## config.mk

```make
export PLATFORM = sky130hd
export DESIGN_NAME = mult_div_unit
export DESIGN_NICKNAME = d
export VERILOG_FILES = /design/src/rtl/mult_div_unit.sv
export SDC_FILE = /design/constraint.sdc
export NUM_CORES = 1
export LEC_CHECK = 0
export CAP_MARGIN = 40
export CORE_ASPECT_RATIO = 1.75
export CORE_MARGIN = 1.5
export CORE_UTILIZATION = 39
export DETAILED_ROUTE_END_ITERATION = 8
export HOLD_SLACK_MARGIN = 0.1
export PLACE_DENSITY = 0.58
export SLEW_MARGIN = 5
export SYNTH_ARGS = -nofsm -noshare
export SYNTH_HDL_FRONTEND = slang
export SYNTH_SLANG_ARGS = --single-unit
```

## constraint.sdc

```tcl
create_clock -name clk -period 3.31 [get_ports clk]
set_clock_uncertainty 0.2 [all_clocks]
set_input_delay 0.331 -clock clk [delete_from_list [all_inputs] [get_ports clk]]
set_output_delay 0.331 -clock clk [all_outputs]
set_load 0.02 [all_outputs]
```

## src/rtl/mult_div_unit.sv

```systemverilog
// ---------------------------------------------------------------------------
// mult_div_unit
//
// Iterative multiply/divide unit that sits behind the register file. It runs
// MULT, MULTU, DIV and DIVU at one bit per cycle and keeps the 64-bit result
// in the architectural HI/LO registers. MTHI/MTLO writes are accepted only
// while the unit is idle.
//
// Handshake: start is sampled only in IDLE. busy is registered and stays high
// from the cycle after start is accepted until the result lands in HI/LO.
// done pulses for one cycle in the first IDLE cycle that shows the new
// HI/LO. A new start may be issued in that same cycle.
//
// Ports
//   clk        rising-edge clock
//   rst        synchronous, active-high reset
//   start      launch an operation (sampled in IDLE only)
//   op         00 MULT, 01 MULTU, 10 DIV, 11 DIVU (sampled with start)
//   operand_a  rs value: multiplicand / dividend
//   operand_b  rt value: multiplier / divisor
//   hi_we      MTHI write enable (IDLE, start low)
//   lo_we      MTLO write enable (IDLE, start low)
//   wdata      MTHI/MTLO data
//   busy       operation in progress, pipeline must stall
//   done       one-cycle pulse, hi/lo hold the new result
//   hi         HI register (product upper half / remainder)
//   lo         LO register (product lower half / quotient)
// ---------------------------------------------------------------------------
module mult_div_unit #(
    parameter int WIDTH = 32
) (
    input  logic             clk,
    input  logic             rst,
    input  logic             start,
    input  logic [1:0]       op,
    input  logic [WIDTH-1:0] operand_a,
    input  logic [WIDTH-1:0] operand_b,
    input  logic             hi_we,
    input  logic             lo_we,
    input  logic [WIDTH-1:0] wdata,
    output logic             busy,
    output logic             done,
    output logic [WIDTH-1:0] hi,
    output logic [WIDTH-1:0] lo
);
    localparam int CW = (WIDTH > 1) ? $clog2(WIDTH) : 1;
    localparam logic [CW-1:0] COUNT_LAST = CW'(WIDTH - 1);
    localparam logic [CW-1:0] COUNT_ONE  = CW'(1);

    typedef enum logic [1:0] {
        IDLE  = 2'd0,
        RUN   = 2'd1,
        FIXUP = 2'd2
    } state_t;

    state_t state;
    state_t state_next;

    logic [CW-1:0]      count;
    logic               is_div;
    logic               sign_a;
    logic               sign_b;
    logic [WIDTH-1:0]   mag_a;
    logic [WIDTH-1:0]   mag_b;
    // Multiply: {partial product, remaining multiplier bits}.
    // Divide:   {partial remainder, remaining dividend / quotient bits}.
    logic [2*WIDTH-1:0] acc;

    // Operand conditioning at start. The magnitude of the most negative value
    // wraps back to itself, which is exactly 2^(WIDTH-1) read as unsigned.
    logic             in_signed;
    logic             in_sign_a;
    logic             in_sign_b;
    logic [WIDTH-1:0] in_mag_a;
    logic [WIDTH-1:0] in_mag_b;

    assign in_signed = ~op[0];
    assign in_sign_a = in_signed & operand_a[WIDTH-1];
    assign in_sign_b = in_signed & operand_b[WIDTH-1];
    assign in_mag_a  = in_sign_a ? -operand_a : operand_a;
    assign in_mag_b  = in_sign_b ? -operand_b : operand_b;

    // One shift-add step: add the multiplicand when the current multiplier
    // bit is set, then shift the whole accumulator right, carry included.
    logic [WIDTH:0]     mul_sum;
    logic [2*WIDTH-1:0] mul_next;

    assign mul_sum  = {1'b0, acc[2*WIDTH-1:WIDTH]} + (acc[0] ? {1'b0, mag_a} : '0);
    assign mul_next = {mul_sum, acc[WIDTH-1:1]};

    // One restoring-divide step: shift the next dividend bit into the
    // remainder and subtract the divisor; a clear MSB means it fitted.
    logic [WIDTH:0]     div_shift;
    logic [WIDTH:0]     div_diff;
    logic               div_fit;
    logic [2*WIDTH-1:0] div_next;

    assign div_shift = {acc[2*WIDTH-1:WIDTH], acc[WIDTH-1]};
    assign div_diff  = div_shift - {1'b0, mag_b};
    assign div_fit   = ~div_diff[WIDTH];
    assign div_next  = {(div_fit ? div_diff[WIDTH-1:0] : div_shift[WIDTH-1:0]),
                        acc[WIDTH-2:0], div_fit};

    // Sign correction applied on the FIXUP edge.
    logic [2*WIDTH-1:0] prod_fix;
    logic [WIDTH-1:0]   quot;
    logic [WIDTH-1:0]   rem;
    logic [WIDTH-1:0]   fix_hi;
    logic [WIDTH-1:0]   fix_lo;

    assign prod_fix = (sign_a ^ sign_b) ? -acc : acc;
    assign quot     = acc[WIDTH-1:0];
    assign rem      = acc[2*WIDTH-1:WIDTH];

    always_comb begin
        fix_hi = '0;
        fix_lo = '0;
        if (!is_div) begin
            {fix_hi, fix_lo} = prod_fix;
        end else if (mag_b == '0) begin
            // Divide by zero returns the original dividend and all-ones.
            fix_hi = sign_a ? -mag_a : mag_a;
            fix_lo = '1;
        end else begin
            // Truncating division: remainder takes the dividend's sign.
            fix_lo = (sign_a ^ sign_b) ? -quot : quot;
            fix_hi = sign_a ? -rem : rem;
        end
    end

    // FSM state register
    always_ff @(posedge clk) begin
        if (rst) begin
            state <= IDLE;
        end else begin
            state <= state_next;
        end
    end

    // FSM next-state logic
    always_comb begin
        state_next = state;
        case (state)
            IDLE:    if (start) state_next = RUN;
            RUN:     if (count == COUNT_LAST) state_next = FIXUP;
            FIXUP:   state_next = IDLE;
            default: state_next = IDLE;
        endcase
    end

    // Datapath, HI/LO and status flags
    always_ff @(posedge clk) begin
        if (rst) begin
            count  <= '0;
            busy   <= 1'b0;
            done   <= 1'b0;
            hi     <= '0;
            lo     <= '0;
            is_div <= 1'b0;
            sign_a <= 1'b0;
            sign_b <= 1'b0;
            mag_a  <= '0;
            mag_b  <= '0;
            acc    <= '0;
        end else begin
            done <= 1'b0;
            case (state)
                IDLE: begin
                    if (start) begin
                        is_div <= op[1];
                        sign_a <= in_sign_a;
                        sign_b <= in_sign_b;
                        mag_a  <= in_mag_a;
                        mag_b  <= in_mag_b;
                        acc    <= op[1] ? {{WIDTH{1'b0}}, in_mag_a}
                                        : {{WIDTH{1'b0}}, in_mag_b};
                        count  <= '0;
                        busy   <= 1'b1;
                    end else begin
                        if (hi_we) hi <= wdata;
                        if (lo_we) lo <= wdata;
                    end
                end
                RUN: begin
                    acc   <= is_div ? div_next : mul_next;
                    count <= count + COUNT_ONE;
                end
                FIXUP: begin
                    hi   <= fix_hi;
                    lo   <= fix_lo;
                    busy <= 1'b0;
                    done <= 1'b1;
                end
                default: ;
            endcase
        end
    end

endmodule

```

Word-level counts from Yosys, hierarchy flattened
Index checks and enable logic that the tools add are counted.
{"block": "word_totals", "reg_bits": 204, "latchBits": 0, "ram_bits": 0, "mem_bits_ro": 0, "out_inout_bits": 66, "wordCells": 74, "memories": 0}
{"block": "op_classes", "addsub": 9, "multipliers": 0, "div": 0, "magnitude_cmp": 0, "n_eq_ne": 8, "shifts": 0, "n_mux": 30, "bitwise_logic": 5, "reduce_logical": 10}
{"operator": "2-to-1 mux 32 bit", "count": 16}
{"operator": "2-to-1 mux 64 bit", "count": 3}
{"operator": "negator 32 bit", "count": 5}
{"operator": "one-hot mux 32 bit (2 select lines)", "count": 2}
{"operator": "one-hot mux 64 bit (2 select lines)", "count": 1}
{"operator": "negator 64 bit", "count": 1}
{"operator": "adder 32 x 32 -> 33 bit", "count": 1}
{"operator": "subtractor 33 x 32 -> 33 bit", "count": 1}
{"operator": "zero test 32 bit", "count": 1}
{"operator": "inequality test 2 bit, second input constant", "count": 5}
{"operator": "one-hot mux 5 bit (2 select lines)", "count": 1}
{"operator": "AND reduction 2 bit", "count": 4}
{"operator": "AND reduction 3 bit", "count": 2}
{"operator": "adder 5 x 1 -> 5 bit, second input constant", "count": 1}
{"operator": "== test 5 bit, second input constant", "count": 1}
{"operator": "2-to-1 mux 5 bit", "count": 1}
{"operator": "2-to-1 mux 2 bit", "count": 2}
{"operator": "one-hot mux 2 bit (2 select lines)", "count": 1}
{"operator": "nonzero test 2 bit", "count": 2}
{"operator": "AND 1 bit", "count": 2}
{"operator": "== test 2 x 1 -> 1 bit, second input constant", "count": 1}
{"operator": "== test 2 bit, second input constant", "count": 1}
{"operator": "zero test 2 bit", "count": 1}
{"operator": "2-to-1 mux 1 bit", "count": 2}
{"operator": "3 further kinds", "count": 4}

Depth between registers and ports, before layout
Gate-level depths: netlist (run 1).
{"block": "logic_depth", "word_depth": 6, "depth_mapped": 16, "mapped_depth_nobuf": 14}

Worst setup path after synthesis (run 1)
No wires, ideal clock.
{"block": "synth_path", "kind": "reg2reg", "startpoint": "reg acc[0]", "endpoint": "reg acc[61]", "arrival_time_ns": 3.227, "path_slack_ns": -0.235, "path_stages_with_launch": 17, "path_buffers": 2, "synth_period_minus_slack_ns": 3.545, "path_cell_list": "dfxtp_1 clkbuf_1 clkbuf_1 inv_1 nor2_1 ha_1 inv_1 fa_1 nand2b_1 a21oi_1 o2111ai_1 o21ai_0 a31oi_1 o41ai_1 xor2_1 o221ai_1 nand2_1"}
{"block": "synth_between", "elab_chain_len": 4}
{"item": "start: declaration", "line": "67", "text": "logic [2*WIDTH-1:0] acc;"}
{"item": "start signal: assignment", "line": "175", "text": "acc <= op[1] ? {{WIDTH{1'b0}}, in_mag_a}"}
{"item": "start signal: assignment", "line": "185", "text": "acc <= is_div ? div_next : mul_next;"}
{"item": "2-to-1 mux 32 bit", "line": "88", "text": "assign mul_sum = {1'b0, acc[2*WIDTH-1:WIDTH]} + (acc[0] ? {1'b0, mag_a} : '0);"}
{"item": "adder 32 x 32 -> 33 bit", "line": "88"}
{"item": "2-to-1 mux 64 bit", "line": "185"}
{"item": "one-hot mux 64 bit (2 select lines)", "line": "167", "text": "case (state)"}
No other way between the ends.
A chain may end at the register's enable or synchronous reset.

Worst setup path after layout (run 1)
{"block": "layout_path", "startpoint": "reg mag_b[15]", "endpoint": "reg acc[32]"}
{"block": "layout_between", "elab_chain_len": 4}
{"item": "start: declaration", "line": "64", "text": "logic [WIDTH-1:0] mag_b;"}
{"item": "start signal: assignment", "line": "174", "text": "mag_b <= in_mag_b;"}
{"item": "subtractor 33 x 32 -> 33 bit", "line": "99", "text": "assign div_diff = div_shift - {1'b0, mag_b};"}
{"item": "2-to-1 mux 32 bit", "line": "101", "text": "assign div_next = {(div_fit ? div_diff[WIDTH-1:0] : div_shift[WIDTH-1:0]),"}
{"item": "2-to-1 mux 64 bit", "line": "185"}
{"item": "one-hot mux 64 bit (2 select lines)", "line": "167"}
No other way between the ends.

==> results of run 1 <==
==> metrics by stage <==
stage	hold WS (ns)	setup TNS, ns
floorplan	0.239	-0.0769
global placement	0.241	-1.69
detailed placement	0.245	-2.32
CTS	0.243	-0.00247
global route	0.266	-0.276
finish	0.251	0
==> state kept, by name, summed over array words and instances, names as in the netlist <==
signal and count:
state 2, mag_b 32, busy 1, acc 64
sign_b 1, mag_a 32, sign_a 1, is_div 1
count 5, done 1, hi 32, lo 32
==> cells in the final DEF (no fill, tap or decap), drive strengths merged, types with 51 or more instances in the layout <==
| master | n |
|---|---|
| nand2 | 251 |
| buf | 314 |
| dfxtp | 204 |
| clkdlybuf4s50 | 167 |
| xnor2 | 125 |
| nor2 | 234 |
| ha | 71 |
| xor2 | 104 |
| inv | 63 |
| mux2i | 51 |
| a211oi | 96 |
| a21oi | 211 |
| o21ai | 122 |
==> where the power goes <==
| part | internal, mW | switching (mW) | total [mW] |
|---|---|---|---|
| clock network | 1.61 | 1.18 | 2.80 |
| logic | 1.26 | 1.71 | 2.97 |
| registers | 2.62 | 0.192 | 2.81 |
| total | 5.49 | 3.08 | 8.57 |
==> critical path, stage by stage, from the launching register on <==
cell       delay [ns]
dfxtp_1          0.43
inv_1            0.11
ha_2             0.36
a21oi_1          0.17
o21ai_0          0.14
a41oi_2          0.30
a21oi_2          0.12
nor3_4           0.28
xnor2_4          0.19
buf_12           0.20
clkbuf_16        0.14
nor2_1           0.11
a21oi_1          0.07
a221o_1          0.32
==> area by class of cell <==
| class | instances | area [µm²] |
|---|---|---|
| sequential | 204 | 4090 |
| inverter | 64 | 240 |
| fill | 4223 | 20200 |
| tap | 561 | 702 |
| multi-input combinational | 1843 | 12300 |
| antenna | 2 | 5.00 |
| timing repair buffer | 483 | 4190 |
| clock inverter | 14 | 195 |
| clock buffer | 26 | 596 |
==> kinds of logic after synthesis <==
logic type / synth area share (%)
DFF: 24.3
and+or+nand+nor: 22.0
adders and majority gates: 5.52
muxes: 3.57
xor gates and xnor gates: 11.9
buffers and inverters: 5.49
AOI/OAI and AO/OA: 27.2
==> layer usage <==
| layer | vias to the layer above | wire, µm | track usage [%] |
|---|---|---|---|
| met5 | - | 0 | 0 |
| met4 | 0 | 7200 | 27.6 |
| met3 | 215 | 3530 | 3.54 |
| met2 | 658 | 39600 | 61.8 |
| met1 | 8934 | 27500 | 34.6 |
| li1 | 8960 | - | - |
==> synth_stat cells, types with 30 or more instances <==
master,n
nand2_1,251
nor2_1,234
a21oi_1,211
dfxtp_1,204
clkbuf_1,140
xnor2_1,125
o21ai_0,115
xor2_1,104
a211oi_1,96
ha_1,71
inv_1,62
mux2i_1,51
nor3_1,47
o221ai_1,44
and2_1,39
nand3_1,33
nor4_1,32
o211ai_1,30
==> timing repair <==
| item | CTS | global route |
|---|---|---|
| resized for setup | 17 | 84 |
| endpoints found under the hold margin | 17 | 0 |
| setup endpoints to repair | 20 | 38 |
| hold buffers | 1 | 0 |
| pin swaps | 5 | 14 |
| gates cloned | 0 | 1 |
| setup buffers | 0 | 11 |
==> how the worst max path moves through the flow <==
| stage | depth (start not counted) | to | start |
|---|---|---|---|
| final | 13 | acc[32] | mag_b[15] |
| after floorplan | 16 | acc[61] | acc[0] |
| after global routing | 16 | acc[61] | acc[0] |
| after detailed placement | 13 | acc[58] | acc[0] |
| after global placement | 13 | acc[58] | acc[0] |
| after CTS | 13 | acc[56] | acc[0] |
==> run_results.csv, run 1 <==
group,metric,value,unit
die,die-area,0.0444,mm²
die,die_x,160,µm
min_path,min_to,"lo[31]",
layout,layout-drive-gt1-share,17.5,%
yosys,synth_edf_count,0,
sta,period_needed,3.27,ns
yosys,yosys.area.top_type,"dfxtp_1",
clock_network,numCtsBuffers,22,
die,fp.coreArea,0.0425,mm²
yosys,async_flop_share,0,%
worst_setup_path,r2r_end,"acc[32]",
layout,fin_area,0.0224,mm²
power,power_leakage,8.88,nW
global_route,grt_max_degree,118,
sta,setup_ws,0.0406,ns
clock_network,cts_sinks,204,
layout,final-instance-count-excl-fill,3197,
outcome,status,"finished clean",
sta,worstMarginPinSlew,0.971,ns
global_route,antenna_found_initial,1,
drt,drc,0,
yosys,ys_types,76,
worst_setup_path,r2r_slack,0.04,ns
yosys,synth-seq-cells,204,
worst_setup_path,rr_startpoint,"mag_b[15]",
drt,first_pass_iters,6,
layout,final_util,52.6,%
layout,layout.nets,2794,
placement,place_inst,3143,
yosys,yosys.area.top_type_share,24.3,%
placement,gp_congestion,1.04,
placement,place_hpwl,62.5,mm
min_path,hold_path_class,"flop to flop",
yosys,synth_flop_cell,"dfxtp_1",
worst_setup_path,critPathCaptureType,"flop",
yosys,synth_area,0.0168,mm²
yosys,synth_warnings,0,
yosys,synthCells,2285,
sta,slew_headroom,35.0,%
sta,rsz0062_at_grt,"true",
die,die_h,278,µm
clock_network,cts_tree,"done",
power,ir_drop,0.333,mV
worst_setup_path,critPathLaunchType,"flop",
layout,area_growth,32.9,%
drt,drt_iter0_drc,1347,
clock_network,cts-root-buf,"clkbuf_16",
worst_setup_path,arrival,3.51,ns
placement,dpl_cell_area,0.0209,mm²
flow_run,cap_violations,0,
sta,setup-violations-final,0,
die,num_rows,100,
sta,final_max_slew_viol_count,0,
global_route,overflow,0,
global_route,grt_pass1_vias,18200,
drt,routed_via_density,5.87,
sta,hold_viol_final,0,
die,initial_core_util,39.6,%
global_route,grt_pass1_wl,113,mm
clock_network,cts.clk_slew.worst_paths,0.07,ns
worst_setup_path,cp_max_fo,8,
worst_setup_path,crit_required,3.55,ns
die,io_pins,169,
drt,drt-total-wl,77.8,mm
yosys,seq_area_frac_synth,24.3,%
drt,vias,18800,
yosys,synthesis.nets,2461,
min_path,min_from,"lo[31]",
clock_network,cts_buffer_depth,3,
min_path,hold_depth,2,
global_route,grt_usage,33.9,%
drt,final_antenna_net_count,0,
sta,fmax,306,MHz
placement,pre_cts_slack,-0.195,ns
placement,io_buffers,168,
clock_network,clock_latency,0.55,ns
clock_network,cts_max_level,1,
yosys,yosys-top-cells-area,"dfxtp_1, xnor2_1, a21oi_1",
sta,period_share,98.8,%
yosys,synth.avg_cell_area,7.36,µm²
power,p_per_area,383,mW/mm²
drt,post_drt_wl_per_cell,24.3,µm
worst_setup_path,critPathKind,"flop to flop",
worst_setup_path,r2r_cells,13,
power,power,8.57,mW
(Power assumes the default switching activity.)
==> inputs of run 2 (changes only) <==
--- a/config.mk
+++ b/config.mk
@@ -5,13 +5,14 @@
 export SDC_FILE = /design/constraint.sdc
 export NUM_CORES = 1
 export LEC_CHECK = 0
+export ABC_CLOCK_PERIOD_IN_PS = 3310
 export CAP_MARGIN = 40
 export CORE_ASPECT_RATIO = 1.75
 export CORE_MARGIN = 1.5
 export CORE_UTILIZATION = 39
 export DETAILED_ROUTE_END_ITERATION = 8
 export HOLD_SLACK_MARGIN = 0.1
-export PLACE_DENSITY = 0.58
+export RECOVER_POWER = 25
 export SLEW_MARGIN = 5
 export SYNTH_ARGS = -nofsm -noshare
 export SYNTH_HDL_FRONTEND = slang
==> run 2 against run 1 <==
The run now ends with capacitance limit, slew limit left. Sequential power about the same. Setup slack better by 0.013 ns. Sequential cell count unchanged. Maximum frequency grew 0.40%. Clock-buffer cell count up 2. Register-to-register slack hardly changed. Core utilization is 0.22 points lower. Clock power about the same. Critical path type unchanged. Cell area decreased by 0.43%. Via count is 0.49% higher. Critical path depth is the same.
==> run_results.csv, run 2 (synthesis results as in run 1) <==
group,metric,value,unit
outcome,status,"complete, but fails checks",
clock_network,clock_latency,0.56,ns
clock_network,cts_max_level,1,
clock_network,numCtsBuffers,23,
global_route,grt_max_degree,89,
min_path,hold_path_class,"flop to flop",
drt,drt_iter0_drc,1406,
placement,gp_congestion,0.982,
drt,first_pass_iters,5,
layout,regArea,0.00409,mm²
die,num_rows,100,
worst_setup_path,worstSetupEndpoint,"acc[62]",
outcome,violations,"capacitance limit, slew limit",
sta,slew_headroom,-7.18,%
drt,routed_via_density,5.89,
worst_setup_path,crit_path_start,"acc[0]",
worst_setup_path,crit_chain,"buf_12, and2_1, ha_1, buf_4, a21oi_1, o21ai_2, a221oi_2, nand4bb_4, a311o_1, a31o_2, nand2_1, nand3_1, nor4bb_2",
die,io_pins,169,
placement,place_inst,3158,
worst_setup_path,r2r_cells,13,
layout,fin_area,0.0223,mm²
sta,period_needed,3.26,ns
die,die-area,0.0444,mm²
layout,final_common_cell,"buf_4",
flow_run,cap_violations,1,
placement,io_buffers,168,
die,die_x,160,µm
die,die_h,278,µm
clock_network,cts_buffer_depth,3,
sta,rsz0062_at_grt,"true",
power,power_leakage,8.99,nW
sta,fin_tns_setup,0,ns
sta,fmax,307,MHz
worst_setup_path,critPathKind,"flop to flop",
global_route,grt_usage,33.3,%
layout,area_growth,32.4,%
clock_network,cts.clk_slew.worst_paths,0.07,ns
worst_setup_path,critPathCaptureType,"flop",
die,initial_core_util,39.6,%
sta,hold_ws,0.248,ns
global_route,grt_pass1_vias,18700,
clock_network,cts_sinks,204,
global_route,overflow,0,
die,fp.coreArea,0.0425,mm²
worst_setup_path,cp.buffers_inverters,2,
global_route,grt_pass1_wl,113,mm
layout,final_util,52.4,%
drt,post_drt_wl_per_cell,23.7,µm
layout,final_cell_mix,"buf_4, nand2_1, nor2_1, a21oi_1, dfxtp_1",
worst_setup_path,critPathLaunchType,"flop",
placement,pre_cts_slack,-0.235,ns
layout,largest_register_ff_count,64,
placement,dpl_cell_area,0.0211,mm²
worst_setup_path,cpPeakStageDelay,0.41,ns
worst_setup_path,cp_max_fo,23,
layout,layout-drive-gt1-share,17.3,%
worst_setup_path,r2r_slack,0.05,ns
worst_setup_path,rr_startpoint,"acc[0]",
sta,worstMarginPinSlew,1.61,ns
power,p_per_area,380,mW/mm²
layout,final-instance-count-excl-fill,3204,
drt,vias,18900,
sta,period_share,98.4,%
clock_network,cts_tree,"done",
placement,place_hpwl,61.2,mm
power,ir_drop,0.362,mV
clock_network,cts-root-buf,"clkbuf_16",
sta,setup_ws,0.0535,ns
power,power,8.47,mW
worst_setup_path,path_delay_family,"compound AO/OA/AOI/OAI gates",
layout,layout.nets,2804,
sta,hold_viol_final,0,
worst_setup_path,crit_required,3.57,ns
drt,final_antenna_net_count,0,
sta,setup-violations-final,0,
layout,diodes,0,
worst_setup_path,arrival,3.51,ns
min_path,hold_depth,2,
worst_setup_path,crit_slowest_cell,"a311o_1",
drt,drt-total-wl,76.0,mm
drt,drc,0,
layout,regMostFlops,"acc",
worst_setup_path,cp.depth,13,
sta,final_max_slew_viol_count,65,
global_route,antenna_found_initial,0,
layout,multi_input_area,0.0123,mm²
worst_setup_path,r2r_end,"acc[62]",
layout,nFillCells,4156,
run 2: cell types whose count changed in the layout (fill, tap and decap cells not counted), sizes merged, moves of 2 or more:
cell	previous run	this run
diode	2	0
buf	314	319
clkbuf	27	33
clkinvlp	0	2
clkinv	11	7
clkdlybuf4s50	167	124
dlygate4sd3	1	44
run 2: worst min path at each step:
stage | from | end | slack, ns
2_1_floorplan | count[3] | count[3] | 0.24
3_3_place_gp | lo[24] | lo[24] | 0.24
3_5_place_dp | lo[28] | lo[28] | 0.25
4_1_cts | lo[25] | lo[25] | 0.25
5_1_grt | lo[3] | lo[3] | 0.27
6_report | lo[25] | lo[25] | 0.25
run 2: cell type report:
type	instances	area share, %
multi-input combinational	1843	55.0
timing repair buffer	492	18.8
sequential	204	18.4
tap	561	3.15
clock buffer	28	2.80
inverter	64	1.08
clock inverter	12	0.730
run 2: layer usage:
layer	up-vias	track usage, %	routed length, µm
met5	-	0	0
met4	0	28.1	7440
li1	8971	-	-
met2	648	59.9	38100
met3	198	3.63	3560
met1	9042	34.4	27000
run 2: timing repair:
item / CTS / global route
hold buffers: 1 / 0
gates cloned: 0 / 0
hold endpoints to repair: 23 / 0
pin swaps: 10 / 23
endpoints found under the setup margin: 23 / 56
resized for setup: 16 / 61
buffers inserted: 2 / 3
run 2: where the power goes:
part	leakage, nW	total (mW)	switching (mW)	internal (mW)
Sequential	1.67	2.81	0.188	2.62
Combinational	6.93	2.89	1.67	1.22
Clock	0.384	2.77	1.19	1.59
Total	8.99	8.47	3.05	5.42
run 2: worst reg2reg max path: cells and delay by family, from the launching register on:
family / cells / cell delay [ns]
buf+inv: 2 / 0.32
simple gates: 5 / 0.69
fa+ha+maj: 1 / 0.32
flops: 1 / 0.36
compound gates: 5 / 1.27
